File: src/rtl/io_controller.sv
// Memory-mapped I/O unit: decodes the data-memory bus, holds the HEX/LEDR registers,
// and synchronizes plus debounces the KEY and SW board inputs.
module io_controller #(
    parameter int unsigned      DBITS           = 32,
    parameter logic [DBITS-1:0] ADDR_HEX        = DBITS'(32'hF000_0000),
    parameter logic [DBITS-1:0] ADDR_LEDR       = DBITS'(32'hF000_0004),
    parameter logic [DBITS-1:0] ADDR_KEY        = DBITS'(32'hF000_0010),
    parameter logic [DBITS-1:0] ADDR_SW         = DBITS'(32'hF000_0014),
    parameter int unsigned      DEBOUNCE_CYCLES = 500000
) (
    input  logic             clk,
    input  logic             reset,
    input  logic [DBITS-1:0] addr,
    input  logic             wrt_en,
    input  logic [DBITS-1:0] wrt_data,
    output logic [DBITS-1:0] rd_data,
    output logic             io_hit,
    input  logic [3:0]       KEY,
    input  logic [9:0]       SW,
    output logic [9:0]       LEDR,
    output logic [6:0]       HEX0,
    output logic [6:0]       HEX1,
    output logic [6:0]       HEX2,
    output logic [6:0]       HEX3
);

    localparam int unsigned   CW       = $clog2(DEBOUNCE_CYCLES + 1);
    localparam logic [CW-1:0] CNT_LAST = CW'(DEBOUNCE_CYCLES - 1);

    logic        hit_hex, hit_ledr, hit_key, hit_sw;
    logic [15:0] hex_reg;
    logic [9:0]  ledr_reg;

    logic [3:0]    key_sync1, key_sync2, key_s, key_prev, key_stable;
    logic [CW-1:0] key_cnt;
    logic [9:0]    sw_sync1, sw_sync2, sw_prev, sw_stable;
    logic [CW-1:0] sw_cnt;

    logic unused_wrt_data;
    assign unused_wrt_data = ^wrt_data[DBITS-1:16];

    assign hit_hex  = (addr == ADDR_HEX);
    assign hit_ledr = (addr == ADDR_LEDR);
    assign hit_key  = (addr == ADDR_KEY);
    assign hit_sw   = (addr == ADDR_SW);
    assign io_hit   = hit_hex | hit_ledr | hit_key | hit_sw;

    // Zero-latency read mux into the core's load-result path
    always_comb begin
        rd_data = '0;
        if (hit_hex)       rd_data = DBITS'(hex_reg);
        else if (hit_ledr) rd_data = DBITS'(ledr_reg);
        else if (hit_key)  rd_data = DBITS'(key_stable);
        else if (hit_sw)   rd_data = DBITS'(sw_stable);
    end

    always_ff @(posedge clk or posedge reset) begin
        if (reset) begin
            hex_reg  <= '0;
            ledr_reg <= '0;
        end else if (wrt_en) begin
            if (hit_hex)  hex_reg  <= wrt_data[15:0];
            if (hit_ledr) ledr_reg <= wrt_data[9:0];
        end
    end

    // Keys are active-low on the board; invert after sync so 1 = pressed
    assign key_s = ~key_sync2;

    always_ff @(posedge clk or posedge reset) begin
        if (reset) begin
            key_sync1  <= 4'hF;
            key_sync2  <= 4'hF;
            key_prev   <= '0;
            key_stable <= '0;
            key_cnt    <= '0;
        end else begin
            key_sync1 <= KEY;
            key_sync2 <= key_sync1;
            key_prev  <= key_s;
            if (key_s != key_prev || key_s == key_stable) begin
                key_cnt <= '0;
            end else if (key_cnt == CNT_LAST) begin
                key_stable <= key_s;
                key_cnt    <= '0;
            end else begin
                key_cnt <= key_cnt + CW'(1);
            end
        end
    end

    always_ff @(posedge clk or posedge reset) begin
        if (reset) begin
            sw_sync1  <= '0;
            sw_sync2  <= '0;
            sw_prev   <= '0;
            sw_stable <= '0;
            sw_cnt    <= '0;
        end else begin
            sw_sync1 <= SW;
            sw_sync2 <= sw_sync1;
            sw_prev  <= sw_sync2;
            if (sw_sync2 != sw_prev || sw_sync2 == sw_stable) begin
                sw_cnt <= '0;
            end else if (sw_cnt == CNT_LAST) begin
                sw_stable <= sw_sync2;
                sw_cnt    <= '0;
            end else begin
                sw_cnt <= sw_cnt + CW'(1);
            end
        end
    end

    // Active-low {g,f,e,d,c,b,a} glyphs for 0-9, A, b, C, d, E, F
    function automatic logic [6:0] seg7(input logic [3:0] d);
        logic [6:0] s;
        case (d)
            4'h0:    s = 7'h40;
            4'h1:    s = 7'h79;
            4'h2:    s = 7'h24;
            4'h3:    s = 7'h30;
            4'h4:    s = 7'h19;
            4'h5:    s = 7'h12;
            4'h6:    s = 7'h02;
            4'h7:    s = 7'h78;
            4'h8:    s = 7'h00;
            4'h9:    s = 7'h10;
            4'hA:    s = 7'h08;
            4'hB:    s = 7'h03;
            4'hC:    s = 7'h46;
            4'hD:    s = 7'h21;
            4'hE:    s = 7'h06;
            default: s = 7'h0E;
        endcase
        return s;
    endfunction

    assign HEX0 = seg7(hex_reg[3:0]);
    assign HEX1 = seg7(hex_reg[7:4]);
    assign HEX2 = seg7(hex_reg[11:8]);
    assign HEX3 = seg7(hex_reg[15:12]);
    assign LEDR = ledr_reg;

endmodule
File: config.mk
export PLATFORM = sky130hd
export DESIGN_NAME = io_controller
export DESIGN_NICKNAME = d
export VERILOG_FILES = /design/src/rtl/io_controller.sv
export SDC_FILE = /design/constraint.sdc
export NUM_CORES = 1
export LEC_CHECK = 0
export CORE_UTILIZATION = 50
export DETAILED_ROUTE_END_ITERATION = 7
export GPL_ROUTABILITY_DRIVEN = 0
export MAX_ROUTING_LAYER = met4
export PLACE_DENSITY = 0.89
export SLEW_MARGIN = 20
export SYNTH_ARGS = -nofsm -noshare
export SYNTH_HDL_FRONTEND = slang
export SYNTH_SLANG_ARGS = --single-unit
File: constraint.sdc
create_clock -name clk -period 11.1 [get_ports clk]
set_input_delay 3.33 -clock clk [delete_from_list [all_inputs] [get_ports clk]]
set_output_delay 3.33 -clock clk [all_outputs]
set_load 0.005 [all_outputs]
==> results of run 1 <==
where the power goes:
part           internal (mW)  switching (mW)  total [mW]
Combinational         0.0273          0.0217      0.0490
Sequential             0.447         0.00658       0.454
Clock                  0.385           0.193       0.578
Total                  0.860           0.221        1.08
cells by family (layout without fill, tap and decap cells):
kind of cell,Yosys count,after routing
other,1,16
adders and majority gates,26,26
AOI/OAI and AO/OA,42,42
xor gates and xnor gates,62,62
DFF,120,120
buffers and inverters,58,175
and+or+nand+nor,195,195
muxes,61,61
stage by stage:
step | cells | area (um^2)
finish | 865 | 8160
CTS | 865 | 8160
floorplan | 580 | 6310
detailed placement | 833 | 7530
global route | 865 | 8160
global placement | 833 | 7530
path summary, 6_finish.rpt:
path | end | depth (start not counted) | from
setup / recovery | rd_data[14] | 7 | addr[5]
hold / removal | sw_sync2[7]$_DFF_PP0_ | 0 | sw_sync1[7]$_DFF_PP0_
setup reg to reg | sw_stable[8]$_DFFE_PP0P_ | 6 | sw_cnt[0]$_DFF_PP0_
hold reg to reg | sw_sync2[7]$_DFF_PP0_ | 0 | sw_sync1[7]$_DFF_PP0_
max in group asynchronous | sw_cnt[12]$_DFF_PP0_ | 3 | reset
min in group asynchronous | sw_sync1[0]$_DFF_PP0_ | 2 | reset
metal layers:
layer	part of all wire [%]	global-route usage, %	vias up
met2	53	40.3	173
met3	5.6	4.99	24
met4	1.7	7.62	0
met5	0	-	-
li1	-	-	2148
met1	40	24.2	2281
critical path: cells and delay by family:
family | cells | cell delay [ns]
and+or+nand+nor | 5 | 1.55
buffers and inverters | 2 | 0.90
cell type report:
| cell class | count | area, um^2 | area share, % |
|---|---|---|---|
| Sequential cell | 120 | 3010 | 36.9 |
| Multi-Input combinational cell | 402 | 3010 | 36.9 |
| Timing Repair Buffer | 122 | 1220 | 14.9 |
| Clock buffer | 19 | 453 | 5.55 |
| Tap cell | 168 | 210 | 2.58 |
| Clock inverter | 13 | 176 | 2.16 |
| Inverter | 21 | 81.3 | 0.996 |
cells in the mapped netlist, types with 4 or more instances:
cell type	count	area, um^2
a21oi_1	9	45.0
a22o_1	4	35.0
nor4_1	12	75.1
nand3b_1	4	30.0
nand3_1	13	65.1
mux2i_1	8	80.1
a22oi_1	6	45.0
nor2b_1	8	50.1
mux4_2	6	135
nand2b_1	7	43.8
buf_4	16	120
nand4_1	12	75.1
dfstp_2	8	210
xor2_1	20	175
nand2_1	35	131
mux2_2	37	417
and2_1	5	31.3
o21ai_0	15	75.1
inv_1	21	78.8
nor2_1	66	248
and3_1	6	37.5
dfrtp_1	112	2800
ha_1	26	325
mux2_4	10	150
clkbuf_1	18	67.6
nor3_1	8	40.0
xnor2_1	42	368
cell usage in the layout, fill, tap and decap left out, types with 5 or more instances in the layout:
cell type / synthesis / routed
nor4_1: 12 / 12
nor2_1: 66 / 66
mux2_2: 37 / 37
xnor2_1: 42 / 42
ha_1: 26 / 26
mux2i_1: 8 / 8
conb_1: 1 / 16
nor2b_1: 8 / 8
clkbuf_16: 0 / 17
and2_1: 5 / 5
nand3_1: 13 / 13
nor3_1: 8 / 8
clkdlybuf4s50_1: 0 / 119
clkinv_2: 0 / 5
mux2_4: 10 / 10
nand2_1: 35 / 35
o21ai_0: 15 / 15
dfstp_2: 8 / 8
nand4_1: 12 / 12
and3_1: 6 / 6
mux4_2: 6 / 6
a21oi_1: 9 / 9
a22oi_1: 6 / 6
nand2b_1: 7 / 7
xor2_1: 20 / 20
dfrtp_1: 112 / 112
inv_1: 21 / 20
==> flow_metrics.tcl, run 1 <==
set metrics [dict create \
    port_buffers 119 \
    rsz0062_at_grt "no" \
    finalWorstPathRequiredPeriod_ns 9.12 \
    synth_xor_area_share_pct 8.68 \
    leakagePower_nw 3.42 \
    fmax_mhz 110 \
    detail_route.first_pass.iterations 4 \
    path_clk_slew_ns 0.05 \
    asyncSetResetFlopFracSynth_pct 100 \
    tritoncts_num_sinks 120 \
    tritoncts_clock_tree "yes" \
    grt_pass1_vias 4702 \
    viasPerCell 5.35 \
    post-cts-setup-buffer-count 0 \
    final-max-slew-violation-count 0 \
    grt_start_max_net_pins 95 \
    clock_latency_at_the_later_pin_of_the_worst_skew_pair_ns 0.41 \
    fraction_of_final_layout_cells_sized_beyond_drive_strength_1_pct 14.9 \
    numCtsBuffers 17 \
    critPathMaxStageDelay_ns 0.54 \
    std_cell_rows 40 \
    max-slew-margin-rel_pct 39.2 \
    h-tree-depth 4 \
    drc_errors 0 \
    totalNegativeSetupSlack_ns 0 \
    setup.worst_path.class "in2out" \
    layout-area-overhead-vs-synth_pct 30.4 \
    main_combinational_cell_family_by_area_after_synthesis "simple AND/OR/NAND/NOR gates" \
    drt-wirelength-per-cell_um 15.8 \
    setup.worst_path.start_class "input pin" \
    hold_ws_ns 0.345 \
    ys_dominant_reg_cell "dfrtp_1" \
    grt.total_usage_pct 22.3 \
    synth-compound-area-share_pct 4.20 \
    warning_count_from_the_yosys_run 0 \
    floorplan.io_pins 152 \
    worst-slew-pin-transition_ns 0.910 \
    pre_cts_ws_ns 1.96 \
    p_total_mw 1.08 \
    initial_utilization_pct 51.7 \
    num_antenna_cells 0 \
    core_area_um2 12100 \
    antenna_left 0 \
    syn_area_per_cell_um2 11.1 \
    postLayoutCoreUtil_pct 67.4 \
    required_ns 7.77 \
    final-setup-viol-count 0 \
    die_height_um 114 \
    synth-simple-area-share_pct 16.6 \
    timing.critical_path.slowest_stage_cell "or4_4" \
    die_area_um2 13000 \
    dr.first_iter.drc_count 214 \
    gr-total-overflow 0 \
    clk_path_buf_depth 2 \
    post-route-period-util_pct 82.2 \
    syn_inst 565 \
    vdd_ir_drop_max_uv 102 \
    timing.clock.skew_ns 0.00549 \
    status "finished, final reports clean" \
    cap_viol_max_count 0 \
    cts_root_buffer "clkbuf_16" \
    final-hold-violation-count 0 \
    totalWireLength_mm 13.7 \
    place.detailed.hpwl_mm 9.57 \
    dr_total_vias 4626 \
    crit_top_cell "clkdlybuf4s50_1" \
    post_cts_resize_count 0 \
    setup.reg_to_reg.worst_slack_ns 8.78 \
    hold_buffers 0 \
    timing.critical_path.cells "clkdlybuf4s50_1, or4_4, nor3_4, nand4b_4, nor3_1, and2_1, clkdlybuf4s50_1" \
    yosys.area_share.adder_pct 5.20 \
    power.density_cell_area_nw_per_um2 132 \
    crit_path_max_fanout 16 \
    worst_slack_ns 1.98 \
    synth_edf_count 0 \
    total_of_flip_flops_plus_latches_after_synthesis 120 \
    nFillCells 867 \
    min-delay-path-class "reg2reg" \
    synth.area.mux_share_pct 12.5 \
    chipWidth_um 114 \
    crit_path_end_kind "output pin" \
    worst-endpoint-arrival_ns 5.79 \
    grt_first_pass_wirelength_mm 22.0 \
    grt_antenna_before_repair 0 \
    synth_area_um2 6260 \
    synth.distinct_cells 46 \
    ys_seq_area_share_pct 48.2 \
    final_net_count 791 \
]
Power figures use the tool's default switching activity.
==> run 2: changes to the inputs <==
--- a/config.mk
+++ b/config.mk
@@ -5,11 +5,11 @@
 export SDC_FILE = /design/constraint.sdc
 export NUM_CORES = 1
 export LEC_CHECK = 0
-export CORE_UTILIZATION = 50
+export CORE_UTILIZATION = 45
 export DETAILED_ROUTE_END_ITERATION = 7
 export GPL_ROUTABILITY_DRIVEN = 0
 export MAX_ROUTING_LAYER = met4
-export PLACE_DENSITY = 0.89
+export PLACE_DENSITY = 0.85
 export SLEW_MARGIN = 20
 export SYNTH_ARGS = -nofsm -noshare
 export SYNTH_HDL_FRONTEND = slang
==> constraint.sdc (replaced) <==
create_clock -name clk -period 7.59 [get_ports clk]
set_input_delay 2.277 -clock clk [delete_from_list [all_inputs] [get_ports clk]]
set_output_delay 2.277 -clock clk [all_outputs]
set_load 0.005 [all_outputs]
==> run 2 against run 1 <==
  * Core utilization is 6.8 points lower
  * Via count hardly changed
  * Wire length is 3.3% higher
  * First-iteration DRC count is 4.7% higher
  * Critical path type unchanged
==> flow_metrics.tcl, run 2 (synthesis results as in run 1) <==
set metrics [dict create \
    numCtsBuffers 17 \
    pre_cts_ws_ns 0.692 \
    chipWidth_um 120 \
    totalWireLength_mm 14.1 \
    tritoncts_clock_tree "yes" \
    detail_route.first_pass.iterations 5 \
    post-cts-setup-buffer-count 0 \
    core_area_um2 13400 \
    clock_latency_at_the_later_pin_of_the_worst_skew_pair_ns 0.41 \
    min-delay-path-class "reg2reg" \
    power.density_cell_area_nw_per_um2 181 \
    max-slew-margin-rel_pct 41.1 \
    clk_path_buf_depth 2 \
    timing.clock.skew_ns 0.00884 \
    grt_first_pass_wirelength_mm 23.2 \
    port_buffers 119 \
    h-tree-depth 4 \
    grt_antenna_before_repair 1 \
    final-setup-viol-count 0 \
    layout-area-overhead-vs-synth_pct 29.7 \
    path_clk_slew_ns 0.05 \
    crit_path_end_kind "output pin" \
    tritoncts_num_sinks 120 \
    gr-total-overflow 0 \
    post-route-period-util_pct 90.9 \
    hold_ws_ns 0.343 \
    post_cts_resize_count 0 \
    hold_buffers 0 \
    floorplan.io_pins 152 \
    leakagePower_nw 3.38 \
    final-hold-violation-count 0 \
    initial_utilization_pct 46.7 \
    worst-slew-pin-transition_ns 0.876 \
    viasPerCell 5.28 \
    final_net_count 794 \
    setup.worst_path.start_class "input pin" \
    status "finished, final reports clean" \
    p_total_mw 1.47 \
    drt-wirelength-per-cell_um 16.1 \
    std_cell_rows 42 \
    postLayoutCoreUtil_pct 60.6 \
    crit-reg2reg-launch "sw_cnt[0]$_DFF_PP0_" \
    place.detailed.hpwl_mm 10.0 \
    layout_common_cells "clkdlybuf4s50_1, dfrtp_1, nor2_1" \
    die_height_um 120 \
    die_area_um2 14400 \
    grt_start_max_net_pins 65 \
    leading_cell_type_in_the_layout_fill_and_taps_excluded "clkdlybuf4s50_1" \
    worst-endpoint-arrival_ns 4.62 \
    cap_viol_max_count 0 \
    final-max-slew-violation-count 0 \
    required_ns 5.31 \
    cts_root_buffer "clkbuf_16" \
    totalNegativeSetupSlack_ns 0 \
    setup.worst_path.class "in2out" \
    rsz0062_at_grt "no" \
    crit_start "addr[5]" \
    fmax_mhz 145 \
    grt_pass1_vias 4815 \
    antenna_left 0 \
    finalWorstPathRequiredPeriod_ns 6.90 \
    dr_total_vias 4630 \
    vdd_ir_drop_max_uv 92.3 \
    dr.first_iter.drc_count 224 \
    worst_slack_ns 0.693 \
    drc_errors 0 \
    nFillCells 1024 \
    timing.hold.worst.start "sw_sync1[5]$_DFF_PP0_" \
    crit_path_max_fanout 10 \
    grt.total_usage_pct 21.4 \
    multi_input_comb_area_um2 3010 \
    layout.area.seq_um2 3010 \
    fraction_of_final_layout_cells_sized_beyond_drive_strength_1_pct 14.9 \
]
==> run 2: changes by cell type in the layout (fill, tap and decap cells not counted), sizes merged <==
cell      before  now
buf            3    6
bufinv         4    1
clkbuf        19   21
clkinv         6    4
clkinvlp       3    5
diode          0    1
inv           21   22
==> run 2: worst paths after layout <==
kind                                             to  depth (start not counted)  slack [ns]
hold / removal                sw_sync2[5]$_DFF_PP0_                          0        0.34
max in group asynchronous   hex_reg[10]$_DFFE_PP0P_                          3        4.04
hold reg to reg               sw_sync2[5]$_DFF_PP0_                          0        0.34
min in group asynchronous     sw_sync1[4]$_DFF_PP0_                          2        2.32
setup reg to reg           sw_stable[1]$_DFFE_PP0P_                          6        5.20
setup / recovery                        rd_data[14]                          7        0.69
==> run 2: layer usage <==
metal  track usage (%)  share of wire [%]  up-vias
li1                  -                  -     2145
met1              23.3                 41     2257
met2              36.9                 51      199
met3              6.18                6.2       29
met4              7.66                1.9        0
met5                 -                  0        -
==> run 2: area by class of cell <==
class | count | area share [%]
multi-input cells | 402 | 37.1
inverters | 21 | 1.00
flip-flops and latches | 120 | 37.1
repair buffers | 125 | 15.2
well taps | 176 | 2.71
diodes | 1 | 0.0308
clock buffers | 21 | 5.55
clock inverters | 11 | 1.23
==> run 2: where the power goes <==
part	total (mW)	leakage, nW	internal (mW)	switching (mW)
logic	0.0727	1.56	0.0404	0.0323
registers	0.662	1.57	0.654	0.00824
clock network	0.737	0.255	0.457	0.280
total	1.47	3.38	1.15	0.320
==> run 2: worst max-delay path, cell delays in order <==
cell             delay (ns)
clkdlybuf4s50_1        0.40
or4_4                  0.54
nor3_4                 0.15
nand4b_4               0.23
nor3_1                 0.32
and2_1                 0.20
clkdlybuf4s50_1        0.50
==> run 2: through the flow <==
stage | area (um^2) | instances
floorplan | 6310 | 580
global placement | 7560 | 844
detailed placement | 7560 | 844
CTS | 8110 | 876
global route | 8110 | 877
finish | 8110 | 877
==> run 3: changes to the inputs <==
--- a/config.mk
+++ b/config.mk
@@ -10,6 +10,8 @@
 export GPL_ROUTABILITY_DRIVEN = 0
 export MAX_ROUTING_LAYER = met4
 export PLACE_DENSITY = 0.85
+export SKIP_CTS_REPAIR_TIMING = 1
+export SKIP_LAST_GASP = 1
 export SLEW_MARGIN = 20
 export SYNTH_ARGS = -nofsm -noshare
 export SYNTH_HDL_FRONTEND = slang
==> constraint.sdc (replaced) <==
create_clock -name clk -period 7.59 [get_ports clk]
set_input_delay 2.277 -clock clk [delete_from_list [all_inputs] [get_ports clk]]
set_output_delay 2.277 -clock clk [all_outputs]
set_load 0.02 [all_outputs]
==> run 3 against run 2 <==
  * Power grew 9.8%
  * Combinational power is 7.3% higher
  * Highest routed layer unchanged
  * Non-clock buffer count did not move
  * Clock-buffer cell count is 1 lower
  * Sequential power about the same
==> flow_metrics.tcl, run 3 (synthesis results as in run 1) <==
set metrics [dict create \
    p_int_mw 1.29 \
    timing.clock.skew_ns 0.00545 \
    setup.worst_path.class "in2out" \
    totalNegativeSetupSlack_ns 0 \
    power.density_cell_area_nw_per_um2 197 \
    worst-slew-pin-transition_ns 0.863 \
    timing.critical_path.slowest_stage_cell "clkdlybuf4s50_1" \
    gr-total-overflow 0 \
    cap_viol_max_count 0 \
    pre_cts_ws_ns 0.664 \
    rsz0062_at_grt "no" \
    worst_slack_ns 0.646 \
    final-max-slew-violation-count 0 \
    place.detailed.hpwl_mm 10.0 \
    critical_path_buf_inv_count 2 \
    port_buffers 119 \
    die_height_um 120 \
    initial_utilization_pct 46.7 \
    vdd_ir_drop_max_uv 123 \
    grt_start_max_net_pins 71 \
    clock_latency_at_the_later_pin_of_the_worst_skew_pair_ns 0.41 \
    dr.first_iter.drc_count 305 \
    final-setup-viol-count 0 \
    fmax_mhz 144 \
    floorplan.io_pins 152 \
    power.share.clock_pct 54.2 \
    post-route-period-util_pct 91.5 \
    layout-area-overhead-vs-synth_pct 31.3 \
    cpLargestDelayFamily "simple AND/OR/NAND/NOR gates" \
    crit_path_max_fanout 4 \
    max-slew-margin-rel_pct 42.5 \
    switching_power_uw 324 \
    h-tree-depth 4 \
    worst-endpoint-arrival_ns 4.67 \
    leading_cell_type_in_the_layout_fill_and_taps_excluded "clkdlybuf4s50_1" \
    num_antenna_cells 0 \
    grt_antenna_before_repair 0 \
    fraction_of_final_layout_cells_sized_beyond_drive_strength_1_pct 15.1 \
    cts_root_buffer "clkbuf_16" \
    totalWireLength_mm 13.8 \
    grt.total_usage_pct 21.0 \
    status "finished, final reports clean" \
    grt_pass1_vias 4682 \
    core_area_um2 13400 \
    min-delay-path-class "reg2reg" \
    chipWidth_um 120 \
    final-hold-violation-count 0 \
    grt_first_pass_wirelength_mm 23.1 \
    timing.critical_path.cells "clkdlybuf4s50_1, or4_4, nor3_4, nand4b_4, nor3_1, and2_1, clkdlybuf4s50_1" \
    dpl.cell_count 844 \
    final_cell_count_no_fill 876 \
    viasPerCell 5.25 \
    final_net_count 794 \
    crit_top_cell "clkdlybuf4s50_1" \
    critPathMaxStageDelay_ns 0.60 \
    p_comb_share_pct 4.8 \
    layout_common_cells "clkdlybuf4s50_1, dfrtp_1, nor2_1" \
    std_cell_rows 42 \
    leakagePower_nw 3.44 \
    drt-wirelength-per-cell_um 15.8 \
    antenna_left 0 \
    setup.reg_to_reg.worst_slack_ns 5.28 \
    crit_path_end_kind "output pin" \
    setup.worst_path.start_class "input pin" \
    dr_total_vias 4602 \
    p_total_mw 1.62 \
    nFillCells 976 \
    tritoncts_clock_tree "yes" \
    required_ns 5.31 \
    detail_route.first_pass.iterations 5 \
    power_frac_seq_pct 41.0 \
    tritoncts_num_sinks 120 \
    clk_path_buf_depth 2 \
    numCtsBuffers 17 \
    path_clk_slew_ns 0.05 \
    swShare_pct 20.0 \
    die_area_um2 14400 \
    finalWorstPathRequiredPeriod_ns 6.94 \
    drc_errors 0 \
]
run 3: cell types whose count changed in the layout (fill, tap and decap cells not counted):
cell and change:
inv_6 -1, clkbuf_8 +1, clkbuf_1 -2, bufinv_16 +4, clkinv_4 +1, diode_2 -1, clkinvlp_4 -3
run 3: layout make-up:
type	instances	area [um^2]	share of cell area, %
sequential	120	3010	36.7
tap	176	220	2.68
clock inverter	12	198	2.41
timing repair buffer	125	1240	15.0
clock buffer	20	457	5.56
inverter	21	81.3	0.990
multi-input combinational	402	3010	36.6
run 3: power by group through the flow:
stage	Sequential [mW]	Combinational, mW	Clock, mW
after floorplan	0.671	0.0416	0
after global placement	0.673	0.0761	0
after detailed placement	0.673	0.0780	0
after CTS	0.663	0.0792	0.887
after global routing	0.664	0.0855	0.918
final	0.663	0.0780	0.876
run 3: path summary, 6_finish.rpt:
kind / startpoint / to / depth (start not counted)
max in group asynchronous: reset / sw_sync2[7]$_DFF_PP0_ / 3
setup / recovery: addr[5] / rd_data[14] / 7
hold / removal: sw_sync1[8]$_DFF_PP0_ / sw_sync2[8]$_DFF_PP0_ / 0
setup reg to reg: sw_cnt[0]$_DFF_PP0_ / sw_stable[2]$_DFFE_PP0P_ / 6
min in group asynchronous: reset / sw_sync1[1]$_DFF_PP0_ / 2
hold reg to reg: sw_sync1[8]$_DFF_PP0_ / sw_sync2[8]$_DFF_PP0_ / 0
run 3: through the flow:
stage	utilization (%)	instance area [um^2]	hold WS, ns
2_1_floorplan	-	6310	0.331
3_3_place_gp	56.4	7560	0.337
3_5_place_dp	56.4	7560	0.335
4_1_cts	61.3	8220	0.348
5_1_grt	61.3	8220	0.358
6_report	61.3	8220	0.349
run 3: per-layer routing:
metal	global-route usage, %	routed length, um	vias up
met4	6.25	142	0
met3	5.28	800	13
li1	-	-	2151
met5	-	0	-
met2	36.5	7250	170
met1	23.8	5620	2268
